## src/rtl/decode_ctrl_seq.sv

```systemverilog
// decode_ctrl_seq: registered RV32I(+A,+M) decoder with valid/ready handshake.
// Ports: i_instr/i_instr_valid/o_instr_ready in, o_ctrl/o_ex/o_ex_cause/o_ctrl_valid/i_ctrl_ready out, i_flush.
module decode_ctrl_seq #(
   parameter bit          EN_A    = 1'b1,
   parameter bit          EN_M    = 1'b1,
   parameter int unsigned DIV_LAT = 34,
   parameter int unsigned CNT_W   = 6
) (
   input  logic        i_clk,
   input  logic        i_rstn,
   input  logic [31:0] i_instr,
   input  logic        i_instr_valid,
   output logic        o_instr_ready,
   input  logic        i_flush,
   output logic [16:0] o_ctrl,
   output logic        o_ex,
   output logic [1:0]  o_ex_cause,
   output logic        o_ctrl_valid,
   input  logic        i_ctrl_ready
);

   typedef struct packed {
      logic       alum_en;
      logic       atomic;
      logic       csr_en;
      logic       pc4;
      logic [1:0] jump;
      logic       rw;
      logic       b;
      logic [1:0] a;
      logic [2:0] op;
      logic       m2r;
      logic       mw;
      logic       mr;
      logic       br;
   } ctrl_t;

   typedef enum logic [1:0] {RUN, AMO_WR, DIV_WAIT} state_t;

   localparam logic [CNT_W-1:0] DIV_INIT = CNT_W'(DIV_LAT - 1);

   logic [6:0]  opc;
   logic [2:0]  f3;
   logic [4:0]  rd;
   logic [4:0]  rs1;
   logic [11:0] f12;
   logic [6:0]  f7;

   assign opc = i_instr[6:0];
   assign rd  = i_instr[11:7];
   assign f3  = i_instr[14:12];
   assign rs1 = i_instr[19:15];
   assign f12 = i_instr[31:20];
   assign f7  = i_instr[31:25];

   ctrl_t      dec;
   logic       dec_ex;
   logic [1:0] dec_cause;
   logic       dec_amo;
   logic       dec_div;
   logic       illegal;

   always_comb begin
      dec       = '0;
      dec_ex    = 1'b0;
      dec_cause = 2'd0;
      dec_amo   = 1'b0;
      dec_div   = 1'b0;
      illegal   = 1'b0;
      unique case (opc)
         7'b0110011: begin
            dec.rw = 1'b1;
            dec.op = 3'b010;
            if (f7 == 7'b0000001) begin
               if (EN_M) begin
                  dec.op      = 3'b000;
                  dec.alum_en = 1'b1;
                  dec_div     = f3[2];
               end else begin
                  illegal = 1'b1;
               end
            end
         end
         7'b0010011: begin
            dec.b  = 1'b1;
            dec.rw = 1'b1;
            dec.op = 3'b011;
         end
         7'b0000011: begin
            dec.mr  = 1'b1;
            dec.m2r = 1'b1;
            dec.b   = 1'b1;
            dec.rw  = 1'b1;
         end
         7'b0100011: begin
            dec.mw = 1'b1;
            dec.b  = 1'b1;
         end
         7'b1100011: begin
            dec.br = 1'b1;
            dec.op = 3'b001;
         end
         7'b0110111: begin
            dec.a  = 2'd2;
            dec.b  = 1'b1;
            dec.rw = 1'b1;
            dec.op = 3'b100;
         end
         7'b0010111: begin
            dec.a  = 2'd1;
            dec.b  = 1'b1;
            dec.rw = 1'b1;
            dec.op = 3'b100;
         end
         7'b1101111: begin
            dec.rw   = 1'b1;
            dec.jump = 2'd1;
            dec.pc4  = 1'b1;
         end
         7'b1100111: begin
            dec.b    = 1'b1;
            dec.rw   = 1'b1;
            dec.op   = 3'b100;
            dec.jump = 2'd2;
            dec.pc4  = 1'b1;
         end
         7'b0001111: begin
         end
         7'b1110011: begin
            dec.rw     = 1'b1;
            dec.csr_en = 1'b1;
            if (f3 == 3'd0 && rs1 == 5'd0 && rd == 5'd0) begin
               if (f12 == 12'd0) begin
                  dec_ex    = 1'b1;
                  dec_cause = 2'd1;
               end else if (f12 == 12'd1) begin
                  dec_ex    = 1'b1;
                  dec_cause = 2'd2;
               end
            end
         end
         7'b0101111: begin
            if (EN_A) begin
               dec.atomic = 1'b1;
               dec.rw     = 1'b1;
               dec.op     = 3'b101;
               dec.mr     = 1'b1;
               dec.m2r    = 1'b1;
               if (f7[6:2] == 5'b00011) dec.mw = 1'b1;
               else if (f7[6:2] != 5'b00010) dec_amo = 1'b1;
            end else begin
               illegal = 1'b1;
            end
         end
         default: illegal = 1'b1;
      endcase
      if (i_instr[1:0] != 2'b11) illegal = 1'b1;
      if (illegal) begin
         dec       = '0;
         dec_ex    = 1'b1;
         dec_cause = 2'd0;
         dec_amo   = 1'b0;
         dec_div   = 1'b0;
      end
   end

   // Second AMO beat: the write half of the read-modify-write.
   ctrl_t beat1;
   always_comb begin
      beat1        = '0;
      beat1.atomic = 1'b1;
      beat1.op     = 3'b101;
      beat1.mw     = 1'b1;
   end

   state_t           state_q, state_d;
   ctrl_t            ctrl_q, ctrl_d;
   logic             ex_q, ex_d;
   logic [1:0]       cause_q, cause_d;
   logic             valid_q, valid_d;
   logic [CNT_W-1:0] cnt_q, cnt_d;
   logic             ready;
   logic             accept;
   logic             consume;

   // Gated by reset so nothing is offered as accepted while held in reset.
   assign ready = i_rstn & (state_q == RUN) & !i_flush
                & (!valid_q | i_ctrl_ready);
   assign accept  = i_instr_valid & ready;
   assign consume = valid_q & i_ctrl_ready;

   always_comb begin
      state_d = state_q;
      ctrl_d  = ctrl_q;
      ex_d    = ex_q;
      cause_d = cause_q;
      valid_d = valid_q;
      cnt_d   = cnt_q;
      if (i_flush) begin
         valid_d = 1'b0;
         state_d = RUN;
         cnt_d   = '0;
      end else begin
         unique case (state_q)
            RUN: begin
               if (accept) begin
                  ctrl_d  = dec;
                  ex_d    = dec_ex;
                  cause_d = dec_cause;
                  valid_d = 1'b1;
                  if (dec_amo) begin
                     state_d = AMO_WR;
                  end else if (dec_div) begin
                     state_d = DIV_WAIT;
                     cnt_d   = DIV_INIT;
                  end
               end else if (consume) begin
                  valid_d = 1'b0;
               end
            end
            AMO_WR: begin
               if (!valid_q || i_ctrl_ready) begin
                  ctrl_d  = beat1;
                  ex_d    = 1'b0;
                  cause_d = 2'd0;
                  valid_d = 1'b1;
                  state_d = RUN;
               end
            end
            DIV_WAIT: begin
               if (consume) valid_d = 1'b0;
               if (cnt_q == '0) state_d = RUN;
               else cnt_d = cnt_q - CNT_W'(1);
            end
            default: state_d = RUN;
         endcase
      end
   end

   always_ff @(posedge i_clk or negedge i_rstn) begin
      if (!i_rstn) begin
         state_q <= RUN;
         ctrl_q  <= '0;
         ex_q    <= 1'b0;
         cause_q <= 2'd0;
         valid_q <= 1'b0;
         cnt_q   <= '0;
      end else begin
         state_q <= state_d;
         ctrl_q  <= ctrl_d;
         ex_q    <= ex_d;
         cause_q <= cause_d;
         valid_q <= valid_d;
         cnt_q   <= cnt_d;
      end
   end

   assign o_instr_ready = ready;
   assign o_ctrl        = ctrl_q;
   assign o_ex          = ex_q;
   assign o_ex_cause    = cause_q;
   assign o_ctrl_valid  = valid_q;

endmodule

```

## config.mk

```make
export PLATFORM = sky130hd
export DESIGN_NAME = decode_ctrl_seq
export DESIGN_NICKNAME = d
export VERILOG_FILES = /design/src/rtl/decode_ctrl_seq.sv
export SDC_FILE = /design/constraint.sdc
export NUM_CORES = 1
export LEC_CHECK = 0
export ABC_AREA = 1
export BUFFER_PORTS_ARGS = -buffer_cell sky130_fd_sc_hd__buf_2
export CORE_MARGIN = 1.5
export CORE_UTILIZATION = 51
export CTS_CLUSTER_SIZE = 40
export DETAILED_ROUTE_END_ITERATION = 10
export MAX_ROUTING_LAYER = met4
export PLACE_DENSITY = 0.82
export SETUP_SLACK_MARGIN = 0.05
export SLEW_MARGIN = 25
export SYNTH_ARGS = -nofsm -noshare
export SYNTH_HDL_FRONTEND = slang
export SYNTH_SLANG_ARGS = --single-unit
```

## constraint.sdc

```tcl
create_clock -name i_clk -period 2.2 [get_ports i_clk]
set_input_delay 0.11 -clock i_clk [delete_from_list [all_inputs] [get_ports i_clk]]
set_output_delay 0.11 -clock i_clk [all_outputs]
set_load 0.01 [all_outputs]
```

==> results of run 1 <==
## critical path: stages (launching register included)
cell	delay (ps)
dfrtp_1	430
ha_1	240
inv_1	150
o21ai_0	120
nor2_1	240
nand3_2	300
inv_1	210
o21ai_0	110
nand2_1	60
## stage by stage
stage          hold slack (ps)  setup slack (ps)  total power, mW  instances
2_1_floorplan             -186               643             1.36        271
3_3_place_gp              8.45               464             1.56        372
3_5_place_dp              15.8               334             1.58        372
4_1_cts                   77.9               298             1.91        377
5_1_grt                   85.6              28.9             2.08        377
6_report                  90.2               288             1.90        377
## kinds of logic after synthesis
family	count (synthesis)	share of synthesized area [%]
adder cells (fa/ha/maj)	5	3.41
XOR/XNOR	2	0.954
AND/OR/NAND/NOR	168	38.9
buffers and inverters	35	8.17
AO/OA/AOI/OAI	33	10.4
flip-flops	28	38.1
## metal layers
metal  track usage, %  share of wire [%]  vias up
li1                 -                  -      978
met3             2.52                5.5        4
met2             38.4                 48       56
met4             6.39                1.1        0
met1             28.8                 46      831
met5                -                  0        -
## worst paths after layout
kind / from / endpoint / slack, ps / cells past startpoint
max: state_q[0] / o_ctrl[10] / 290 / 8
min: i_instr[25] / o_ctrl[16] / 90 / 3
max in group asynchronous: i_rstn / o_ex / 1480 / 3
min in group asynchronous: i_rstn / o_ctrl_valid / 190 / 2
max reg2reg: state_q[0] / o_ctrl[10] / 290 / 8
min reg2reg: o_ctrl[14] / o_ctrl[14] / 500 / 2
## timing repair
item | CTS | global route
endpoints found under the hold margin | 10 | 0
hold buffers | 1 | 0
endpoints found under the setup margin | 0 | 1
## sequential cells by signal (all words and copies together), names as in the netlist
signal        flops
cnt_q             6
o_ctrl           16
o_ctrl_valid      1
o_ex              1
o_ex_cause        2
state_q           2
## final cells by class
class	count	share of cell area (%)
clock buffers	3	1.01
clock inverters	1	1.35
inverters	31	5.24
multi-input cells	208	44.4
flip-flops and latches	28	31.5
well taps	46	2.59
repair buffers	60	13.9
## cell usage in the layout, fill, tap and decap left out
cell type      count
a21oi_1            5
a31oi_1            1
buf_2             58
buf_4              1
bufinv_16          1
clkbuf_4           3
dfrtp_1           28
dlygate4sd3_1      1
ha_1               5
inv_1             27
inv_2              4
nand2_1           82
nand2_2            6
nand3_1           14
nand3_2            1
nand3b_1           2
nand4_1            6
nor2_1            48
nor2_2             2
nor2_4             1
nor3_1             4
o211ai_1           1
o21ai_0            9
o21ai_1           11
o21ai_2            6
or2_2              2
xor2_1             2
## where the power goes
| part | internal (mW) | switching [mW] | total (mW) |
|---|---|---|---|
| Clock | 0.184 | 0.142 | 0.326 |
| Combinational | 0.316 | 0.511 | 0.827 |
| Sequential | 0.641 | 0.105 | 0.746 |
| Total | 1.14 | 0.758 | 1.90 |
==> run_summary.xml, run 1 <==
<?xml version="1.0" encoding="UTF-8"?>
<metrics>
  <group name="logic_synthesis">
    <metric name="synthTopCellsByArea" unit="">dfrtp_1 38%, nand2_1 17%, nor2_1 9.8%</metric>
    <metric name="synth-async-reset-ratio" unit="%">100</metric>
    <metric name="synthMostInstantiatedCell" unit="">nand2_1</metric>
    <metric name="synth.yosys.warnings" unit="">0</metric>
    <metric name="yosys.area.top_type_share" unit="%">38.1</metric>
    <metric name="synth_seq_cells" unit="">28</metric>
    <metric name="yosys_most_used_dff" unit="">dfrtp_1</metric>
    <metric name="postSynthAreaPerCell" unit="sq um">6.78</metric>
    <metric name="synth-edff-count" unit="">0</metric>
    <metric name="synth_commonest_cells" unit="">82 x nand2_1, 48 x nor2_1, 28 x dfrtp_1, 27 x inv_1, 14 x nand3_1</metric>
    <metric name="synth.net_count" unit="">313</metric>
    <metric name="yosysUniqueCellTypes" unit="">24</metric>
    <metric name="synth.yosys.seq_area_share" unit="%">38.1</metric>
    <metric name="synth_cells" unit="">271</metric>
    <metric name="synth_top_cell_by_area" unit="">dfrtp_1</metric>
    <metric name="netlist_area" unit="sq um">1840</metric>
  </group>
  <group name="layout">
    <metric name="nets" unit="">374</metric>
    <metric name="areaGrowthSynthToFinish" unit="%">20.9</metric>
    <metric name="fillCellCount" unit="">305</metric>
    <metric name="final_area" unit="sq um">2220</metric>
    <metric name="insertedDiodeCount" unit="">0</metric>
    <metric name="final_util" unit="%">65.5</metric>
    <metric name="layout-drive-gt1-share" unit="%">25.7</metric>
    <metric name="combined_flip_flop_and_latch_cell_area" unit="sq um">701</metric>
    <metric name="total_area_of_multi_input_combinational_cells" unit="sq um">986</metric>
  </group>
  <group name="detailed_routing">
    <metric name="drt-wirelength-per-cell" unit="um">10.6</metric>
    <metric name="drc" unit="">0</metric>
    <metric name="detailedRoute.firstPassIterationCount" unit="">4</metric>
    <metric name="avgViaCountPerCell" unit="">4.96</metric>
    <metric name="ant_nets" unit="">0</metric>
    <metric name="route.vias.total" unit="">1869</metric>
    <metric name="detailedRoute.firstIterationViolations" unit="">81</metric>
    <metric name="wirelength" unit="um">4000</metric>
  </group>
  <group name="sta">
    <metric name="timing.fmax" unit="MHz">523</metric>
    <metric name="fin_skew" unit="ps">0.670</metric>
    <metric name="final-max-slew-violation-count" unit="">0</metric>
    <metric name="timing_worst_slew_pin_value" unit="ps">395</metric>
    <metric name="final_period_minus_worst_setup_slack" unit="ps">1910</metric>
    <metric name="rsz0062_at_grt" unit="">true</metric>
    <metric name="layout_worst_path_cycle_share" unit="%">86.9</metric>
    <metric name="setup_total_negative_slack" unit="ps">0</metric>
    <metric name="finalHoldViolations" unit="">0</metric>
    <metric name="maxSlewHeadroom" unit="%">73.4</metric>
    <metric name="timing.final.setup_violations" unit="">0</metric>
  </group>
  <group name="cts">
    <metric name="cts_inserted_buffers" unit="">3</metric>
    <metric name="clock_tree.buffer_depth" unit="">2</metric>
    <metric name="post_cts_setup_inserts" unit="">0</metric>
    <metric name="clkTransAtPathRegs" unit="ps">140</metric>
    <metric name="ctsRootBufferMaster" unit="">clkbuf_4</metric>
    <metric name="clock_sink_count" unit="">28</metric>
    <metric name="clock_tree_from_tritoncts" unit="">built</metric>
    <metric name="cts.htree.levels" unit="">1</metric>
    <metric name="clock_insertion_delay_worst_skew" unit="ps">310</metric>
    <metric name="cts_resized" unit="">0</metric>
  </group>
  <group name="die">
    <metric name="core_area" unit="sq um">3390</metric>
    <metric name="start_util" unit="%">54.2</metric>
    <metric name="design.die.area" unit="sq um">3970</metric>
    <metric name="die_y" unit="um">63.0</metric>
    <metric name="pin_count" unit="">59</metric>
    <metric name="die_width" unit="um">63.0</metric>
    <metric name="rows" unit="">21</metric>
  </group>
  <group name="worst_setup_path">
    <metric name="cp.required" unit="ps">2470</metric>
    <metric name="end_kind" unit="">flop</metric>
    <metric name="cp_data_arrival_time" unit="ps">2180</metric>
    <metric name="timing_worst_setup_path_type" unit="">flop to flop</metric>
    <metric name="critical_path.startpoint_type" unit="">flop</metric>
    <metric name="critical_path.max_fanout" unit="">12</metric>
  </group>
  <group name="worst_hold_path">
    <metric name="min_path_type" unit="">primary input to flop</metric>
  </group>
  <group name="grt">
    <metric name="globalRouteOverflowTotal" unit="">0</metric>
    <metric name="grt_first_pass_wirelength" unit="um">7300</metric>
    <metric name="antenna_found_initial" unit="">0</metric>
    <metric name="grt_start_max_net_pins" unit="">19</metric>
    <metric name="number_of_global_route_vias_before_repair" unit="">1780</metric>
    <metric name="groute.usage.overall" unit="%">22.7</metric>
  </group>
  <group name="placed_design">
    <metric name="placed_area" unit="sq um">2160</metric>
    <metric name="dp_hpwl" unit="um">3280</metric>
    <metric name="globalplace.congestion" unit="">0.848</metric>
    <metric name="port-buffer-count" unit="">58</metric>
  </group>
  <group name="power">
    <metric name="power_density" unit="nW/um^2">855</metric>
    <metric name="ir_worst_vdd" unit="V">0.000410</metric>
    <metric name="power.leakage" unit="nW">1.22</metric>
  </group>
  <group name="run_status">
    <metric name="run_status" unit="">finished, final reports clean</metric>
  </group>
  <group name="job">
    <metric name="max-cap-violations" unit="">0</metric>
  </group>
</metrics>
(Power assumes the default switching activity.)
==> run 2, diff against run 1 <==
CORE_UTILIZATION = 49   (was 51)
PLACE_DENSITY = 0.79   (was 0.82)
SETUP_SLACK_MARGIN = 0.5   (was 0.05)
==> run_summary.xml, run 2 (synthesis results as in run 1) <==
<?xml version="1.0" encoding="UTF-8"?>
<metrics>
  <group name="run_status">
    <metric name="run_status" unit="">finished, final reports clean</metric>
  </group>
  <group name="sta">
    <metric name="layout_worst_path_cycle_share" unit="%">75.2</metric>
    <metric name="least_setup_slack_across_all_paths_after_layout" unit="ps">546</metric>
    <metric name="final.hold.worst_slack" unit="ps">177</metric>
    <metric name="final-max-slew-violation-count" unit="">0</metric>
    <metric name="setup_total_negative_slack" unit="ps">0</metric>
    <metric name="timing.final.setup_violations" unit="">0</metric>
    <metric name="timing_worst_slew_pin_value" unit="ps">378</metric>
    <metric name="fin_skew" unit="ps">5.47</metric>
    <metric name="maxSlewHeadroom" unit="%">74.6</metric>
    <metric name="rsz0062_at_grt" unit="">true</metric>
    <metric name="finalHoldViolations" unit="">0</metric>
    <metric name="final_period_minus_worst_setup_slack" unit="ps">1650</metric>
    <metric name="timing.fmax" unit="MHz">605</metric>
  </group>
  <group name="worst_setup_path">
    <metric name="cp.required" unit="ps">2420</metric>
    <metric name="end_kind" unit="">flop</metric>
    <metric name="timing_worst_setup_path_type" unit="">flop to flop</metric>
    <metric name="crit_path_max_incr_delay" unit="ps">410</metric>
    <metric name="crit_path_cell_trace" unit="">inv_2 -&gt; ha_2 -&gt; inv_2 -&gt; o21ai_2 -&gt; nor2_2 -&gt; buf_4 -&gt; nand3_4 -&gt; inv_2 -&gt; o21ai_0 -&gt; nand2_1</metric>
    <metric name="critical_path.max_fanout" unit="">6</metric>
    <metric name="crit_path_top_delay_cell" unit="">dfrtp_1</metric>
    <metric name="cp_data_arrival_time" unit="ps">1870</metric>
    <metric name="critical_path.startpoint_type" unit="">flop</metric>
    <metric name="crit_top_cell" unit="">inv_2</metric>
  </group>
  <group name="placed_design">
    <metric name="globalplace.congestion" unit="">0.982</metric>
    <metric name="port-buffer-count" unit="">58</metric>
    <metric name="preCtsSetupSlack" unit="ps">297</metric>
    <metric name="dp_hpwl" unit="um">3440</metric>
  </group>
  <group name="die">
    <metric name="start_util" unit="%">50.6</metric>
    <metric name="core_area" unit="sq um">3630</metric>
    <metric name="pin_count" unit="">59</metric>
    <metric name="die_y" unit="um">64.2</metric>
    <metric name="die_width" unit="um">64.2</metric>
    <metric name="rows" unit="">22</metric>
    <metric name="design.die.area" unit="sq um">4120</metric>
  </group>
  <group name="layout">
    <metric name="flip_flop_count_of_the_largest_register_after_layout" unit="">16</metric>
    <metric name="mostFrequentLayoutCell" unit="">nand2_1</metric>
    <metric name="insertedDiodeCount" unit="">0</metric>
    <metric name="most-common-layout-cells" unit="">81 x nand2_1, 58 x buf_2, 46 x nor2_1</metric>
    <metric name="layout-drive-gt1-share" unit="%">30.6</metric>
    <metric name="nets" unit="">380</metric>
    <metric name="areaGrowthSynthToFinish" unit="%">28.5</metric>
  </group>
  <group name="grt">
    <metric name="antenna_found_initial" unit="">0</metric>
    <metric name="globalRouteOverflowTotal" unit="">0</metric>
    <metric name="number_of_global_route_vias_before_repair" unit="">1750</metric>
    <metric name="groute.usage.overall" unit="%">22.2</metric>
    <metric name="grt_start_max_net_pins" unit="">23</metric>
    <metric name="grt_first_pass_wirelength" unit="um">7170</metric>
  </group>
  <group name="cts">
    <metric name="cts.htree.levels" unit="">1</metric>
    <metric name="clkTransAtPathRegs" unit="ps">100</metric>
    <metric name="ctsRootBufferMaster" unit="">clkbuf_8</metric>
    <metric name="clock_insertion_delay_worst_skew" unit="ps">280</metric>
    <metric name="clock_tree_from_tritoncts" unit="">built</metric>
    <metric name="cts_inserted_buffers" unit="">3</metric>
    <metric name="clock_tree.buffer_depth" unit="">2</metric>
    <metric name="clock_sink_count" unit="">28</metric>
  </group>
  <group name="detailed_routing">
    <metric name="route.vias.total" unit="">1934</metric>
    <metric name="avgViaCountPerCell" unit="">5.02</metric>
    <metric name="drt-wirelength-per-cell" unit="um">11.8</metric>
    <metric name="detailedRoute.firstIterationViolations" unit="">102</metric>
    <metric name="ant_nets" unit="">0</metric>
    <metric name="detailedRoute.firstPassIterationCount" unit="">4</metric>
    <metric name="wirelength" unit="um">4540</metric>
    <metric name="drc" unit="">0</metric>
  </group>
  <group name="job">
    <metric name="max-cap-violations" unit="">0</metric>
  </group>
  <group name="power">
    <metric name="power.leakage" unit="nW">1.26</metric>
    <metric name="ir_worst_vdd" unit="V">0.000421</metric>
    <metric name="power_density" unit="nW/um^2">908</metric>
  </group>
  <group name="worst_hold_path">
    <metric name="min_path_type" unit="">primary input to flop</metric>
  </group>
</metrics>
==> run 2: final timing paths <==
kind	startpoint	endpoint	slack [ps]	cells past startpoint
worst max-delay path	state_q[1]	o_ctrl[10]	550	10
worst min-delay path	i_instr[25]	o_ctrl[16]	180	3
worst max register to register	state_q[1]	o_ctrl[10]	550	10
worst min register to register	o_ex	o_ex	480	2
max in group asynchronous	i_rstn	o_ctrl[7]	1460	3
min in group asynchronous	i_rstn	cnt_q[0]	200	2
==> run 2: per-layer routing <==
metal	wire (um)	global-route usage (%)
met1	2090	29.2
met2	2190	35.9
met4	26	7.71
met3	236	2.11
met5	0	-
==> run 2: per-stage QoR <==
step                      std cells  power, mW  utilization (%)  area, sq um
after global routing            385       2.30             65.0         2360
after global placement          374       1.55             59.5         2160
after floorplan                 271       1.36                -         1840
after CTS                       381       2.02             62.7         2280
final                           385       2.14             65.0         2360
after detailed placement        374       1.58             59.5         2160
==> run 2: what timing repair did <==
item	4_1_cts	5_1_grt
hold buffers	1	0
endpoints found under the hold margin	18	0
setup buffers	2	2
pin swaps	2	5
gates cloned	0	2
setup endpoints to repair	25	18
gates resized for setup	8	14
==> run 2: worst max-delay path, delay by kind of cell (launching register included) <==
kind | cells | cell delay (ps)
buffers and inverters | 4 | 490
AO/OA/AOI/OAI | 2 | 200
flip-flops | 1 | 410
AND/OR/NAND/NOR | 3 | 300
adder cells (fa/ha/maj) | 1 | 190
==> run 2: layout make-up <==
cell class              instances  area, sq um
clock buffers                   3         41.3
clock inverters                 1         30.0
fillers                       339         1270
inverters                      31          119
multi-input cells             210         1070
flip-flops and latches         28          701
well taps                      48         60.1
repair buffers                 64          338
==> run 2: power by group <==
group | leakage, nW | internal, mW | switching [mW]
Sequential | 0.373 | 0.642 | 0.101
Combinational | 0.854 | 0.388 | 0.605
Clock | 0.0357 | 0.244 | 0.164
==> run 3, diff against run 2 <==
clock period = 1.55 ns   (was 2.2 ns; I/O delays follow)
==> run_summary.xml, run 3 (synthesis results as in run 1) <==
<?xml version="1.0" encoding="UTF-8"?>
<metrics>
  <group name="run_status">
    <metric name="run_status" unit="">finished with violations</metric>
    <metric name="violated_checks" unit="">setup timing</metric>
  </group>
  <group name="sta">
    <metric name="rsz0062_at_grt" unit="">true</metric>
    <metric name="timing.fmax" unit="MHz">623</metric>
    <metric name="maxSlewHeadroom" unit="%">74.7</metric>
    <metric name="layout_worst_path_cycle_share" unit="%">104</metric>
    <metric name="finalHoldViolations" unit="">0</metric>
    <metric name="timing.final.setup_violations" unit="">18</metric>
    <metric name="fin_skew" unit="ps">1.31</metric>
    <metric name="timing_worst_slew_pin_value" unit="ps">376</metric>
    <metric name="setup_total_negative_slack" unit="ps">-484</metric>
    <metric name="final-max-slew-violation-count" unit="">0</metric>
    <metric name="final_period_minus_worst_setup_slack" unit="ps">1600</metric>
    <metric name="least_setup_slack_across_all_paths_after_layout" unit="ps">-55.0</metric>
  </group>
  <group name="cts">
    <metric name="ctsRootBufferMaster" unit="">clkbuf_8</metric>
    <metric name="cts.htree.levels" unit="">1</metric>
    <metric name="clock_insertion_delay_worst_skew" unit="ps">280</metric>
    <metric name="clock_tree_from_tritoncts" unit="">built</metric>
    <metric name="cts_inserted_buffers" unit="">3</metric>
    <metric name="clock_tree.buffer_depth" unit="">2</metric>
    <metric name="clock_sink_count" unit="">28</metric>
    <metric name="clkTransAtPathRegs" unit="ps">100</metric>
  </group>
  <group name="placed_design">
    <metric name="dp.cells" unit="">384</metric>
    <metric name="dp_hpwl" unit="um">3520</metric>
    <metric name="port-buffer-count" unit="">58</metric>
    <metric name="placed_area" unit="sq um">2240</metric>
    <metric name="globalplace.congestion" unit="">0.964</metric>
  </group>
  <group name="worst_setup_path">
    <metric name="timing_worst_setup_path_type" unit="">flop to flop</metric>
    <metric name="end_kind" unit="">flop</metric>
    <metric name="critical_path.startpoint_type" unit="">flop</metric>
    <metric name="ff2ff_path_depth" unit="">9</metric>
    <metric name="cp_data_arrival_time" unit="ps">1810</metric>
    <metric name="critical_path.max_fanout" unit="">8</metric>
    <metric name="cp.required" unit="ps">1760</metric>
  </group>
  <group name="die">
    <metric name="die_width" unit="um">64.2</metric>
    <metric name="pin_count" unit="">59</metric>
    <metric name="die_y" unit="um">64.2</metric>
    <metric name="design.die.area" unit="sq um">4120</metric>
    <metric name="rows" unit="">22</metric>
    <metric name="core_area" unit="sq um">3630</metric>
    <metric name="start_util" unit="%">50.6</metric>
  </group>
  <group name="power">
    <metric name="power.leakage" unit="nW">1.43</metric>
    <metric name="power_density" unit="nW/um^2">1330</metric>
    <metric name="ir_worst_vdd" unit="V">0.000652</metric>
  </group>
  <group name="layout">
    <metric name="mostFrequentLayoutCell" unit="">nand2_1</metric>
    <metric name="flip_flop_count_of_the_largest_register_after_layout" unit="">16</metric>
    <metric name="fillCellCount" unit="">275</metric>
    <metric name="insertedDiodeCount" unit="">0</metric>
    <metric name="finish.cell_count_without_fillers" unit="">403</metric>
    <metric name="final_util" unit="%">74.3</metric>
    <metric name="nets" unit="">398</metric>
    <metric name="final_area" unit="sq um">2700</metric>
    <metric name="areaGrowthSynthToFinish" unit="%">47.0</metric>
    <metric name="layout-drive-gt1-share" unit="%">45.1</metric>
    <metric name="most-common-layout-cells" unit="">58 x nand2_1, 57 x buf_2, 45 x nor2_1</metric>
  </group>
  <group name="detailed_routing">
    <metric name="wirelength" unit="um">5940</metric>
    <metric name="avgViaCountPerCell" unit="">5.40</metric>
    <metric name="detailedRoute.firstPassIterationCount" unit="">5</metric>
    <metric name="detailedRoute.firstIterationViolations" unit="">169</metric>
    <metric name="drc" unit="">0</metric>
    <metric name="route.vias.total" unit="">2175</metric>
    <metric name="ant_nets" unit="">0</metric>
    <metric name="drt-wirelength-per-cell" unit="um">14.7</metric>
  </group>
  <group name="worst_hold_path">
    <metric name="min_path_type" unit="">primary input to flop</metric>
    <metric name="min_delay_path_depth" unit="">3</metric>
  </group>
  <group name="grt">
    <metric name="groute.usage.overall" unit="%">27.5</metric>
    <metric name="antenna_found_initial" unit="">0</metric>
    <metric name="globalRouteOverflowTotal" unit="">0</metric>
    <metric name="grt_first_pass_wirelength" unit="um">8750</metric>
    <metric name="number_of_global_route_vias_before_repair" unit="">2005</metric>
    <metric name="grt_start_max_net_pins" unit="">24</metric>
  </group>
  <group name="job">
    <metric name="max-cap-violations" unit="">0</metric>
  </group>
</metrics>
run 3: cell types whose count changed in the layout (fill, tap and decap cells not counted), moves of 5 or more:
cell,delta
nand2_1,-23
nand2_2,+19
buf_4,+10
buf_6,+10
o21ai_2,+10
o21ai_1,-7
nand2_4,+5
run 3: final cells by class:
class / instances / area [sq um] / area share [%]
flip-flops and latches: 28 / 702 / 26.0
multi-input cells: 209 / 1220 / 45.3
clock buffers: 3 / 41.3 / 1.53
repair buffers: 83 / 520 / 19.3
inverters: 31 / 124 / 4.59
well taps: 48 / 60.1 / 2.22
clock inverters: 1 / 30.0 / 1.11
run 3: through the flow:
stage                     total power, mW  hold slack, ps  worst slack, ps
after global routing                 3.78             151             -108
after detailed placement             2.35           -68.0            -93.9
final                                3.60             148            -55.0
after global placement               2.30           -69.4            -30.6
after CTS                            3.29             134             22.3
after floorplan                      1.95            -218             66.8
run 3: path summary, 6_finish.rpt:
path,startpoint,endpoint,slack (ps)
min in group asynchronous,i_rstn,o_ctrl[5],280
worst min-delay path,i_instr[25],o_ctrl[16],150
worst min register to register,o_ctrl[0],o_ctrl[0],500
max in group asynchronous,i_rstn,o_ctrl[15],650
worst max register to register,state_q[0],o_ctrl[11],-50
worst max-delay path,state_q[0],o_ctrl[11],-50
run 3: worst max-delay path, stage by stage (launching register included):
cell and delay, ps:
dfrtp_2 460, inv_4 90, ha_4 160, nand2_4 80
nor2_4 140, nand2_4 80, nand2_4 100, nand3_4 110
buf_6 170, o21ai_1 140
run 3: repair_timing:
action / 4_1_cts / 5_1_grt
hold buffers: 1 / 0
buffers inserted: 8 / 5
pin swaps: 13 / 10
hold endpoints to repair: 28 / 0
gates resized for setup: 50 / 29
setup endpoints to repair: 29 / 29
gates cloned: 1 / 0
run 3: power breakdown:
part           internal (mW)  total (mW)  switching [mW]
clock network          0.346       0.595           0.248
logic                  0.811        1.92            1.11
registers              0.910        1.08           0.169
total                   2.07        3.60            1.53
run 3: layer usage:
metal | track usage, % | part of all wire, % | vias up
li1 | - | - | 1036
met1 | 34.6 | 40 | 973
met2 | 46.6 | 49 | 138
met3 | 2.11 | 7.7 | 28
met4 | 10.1 | 3.1 | 0
met5 | - | 0 | -
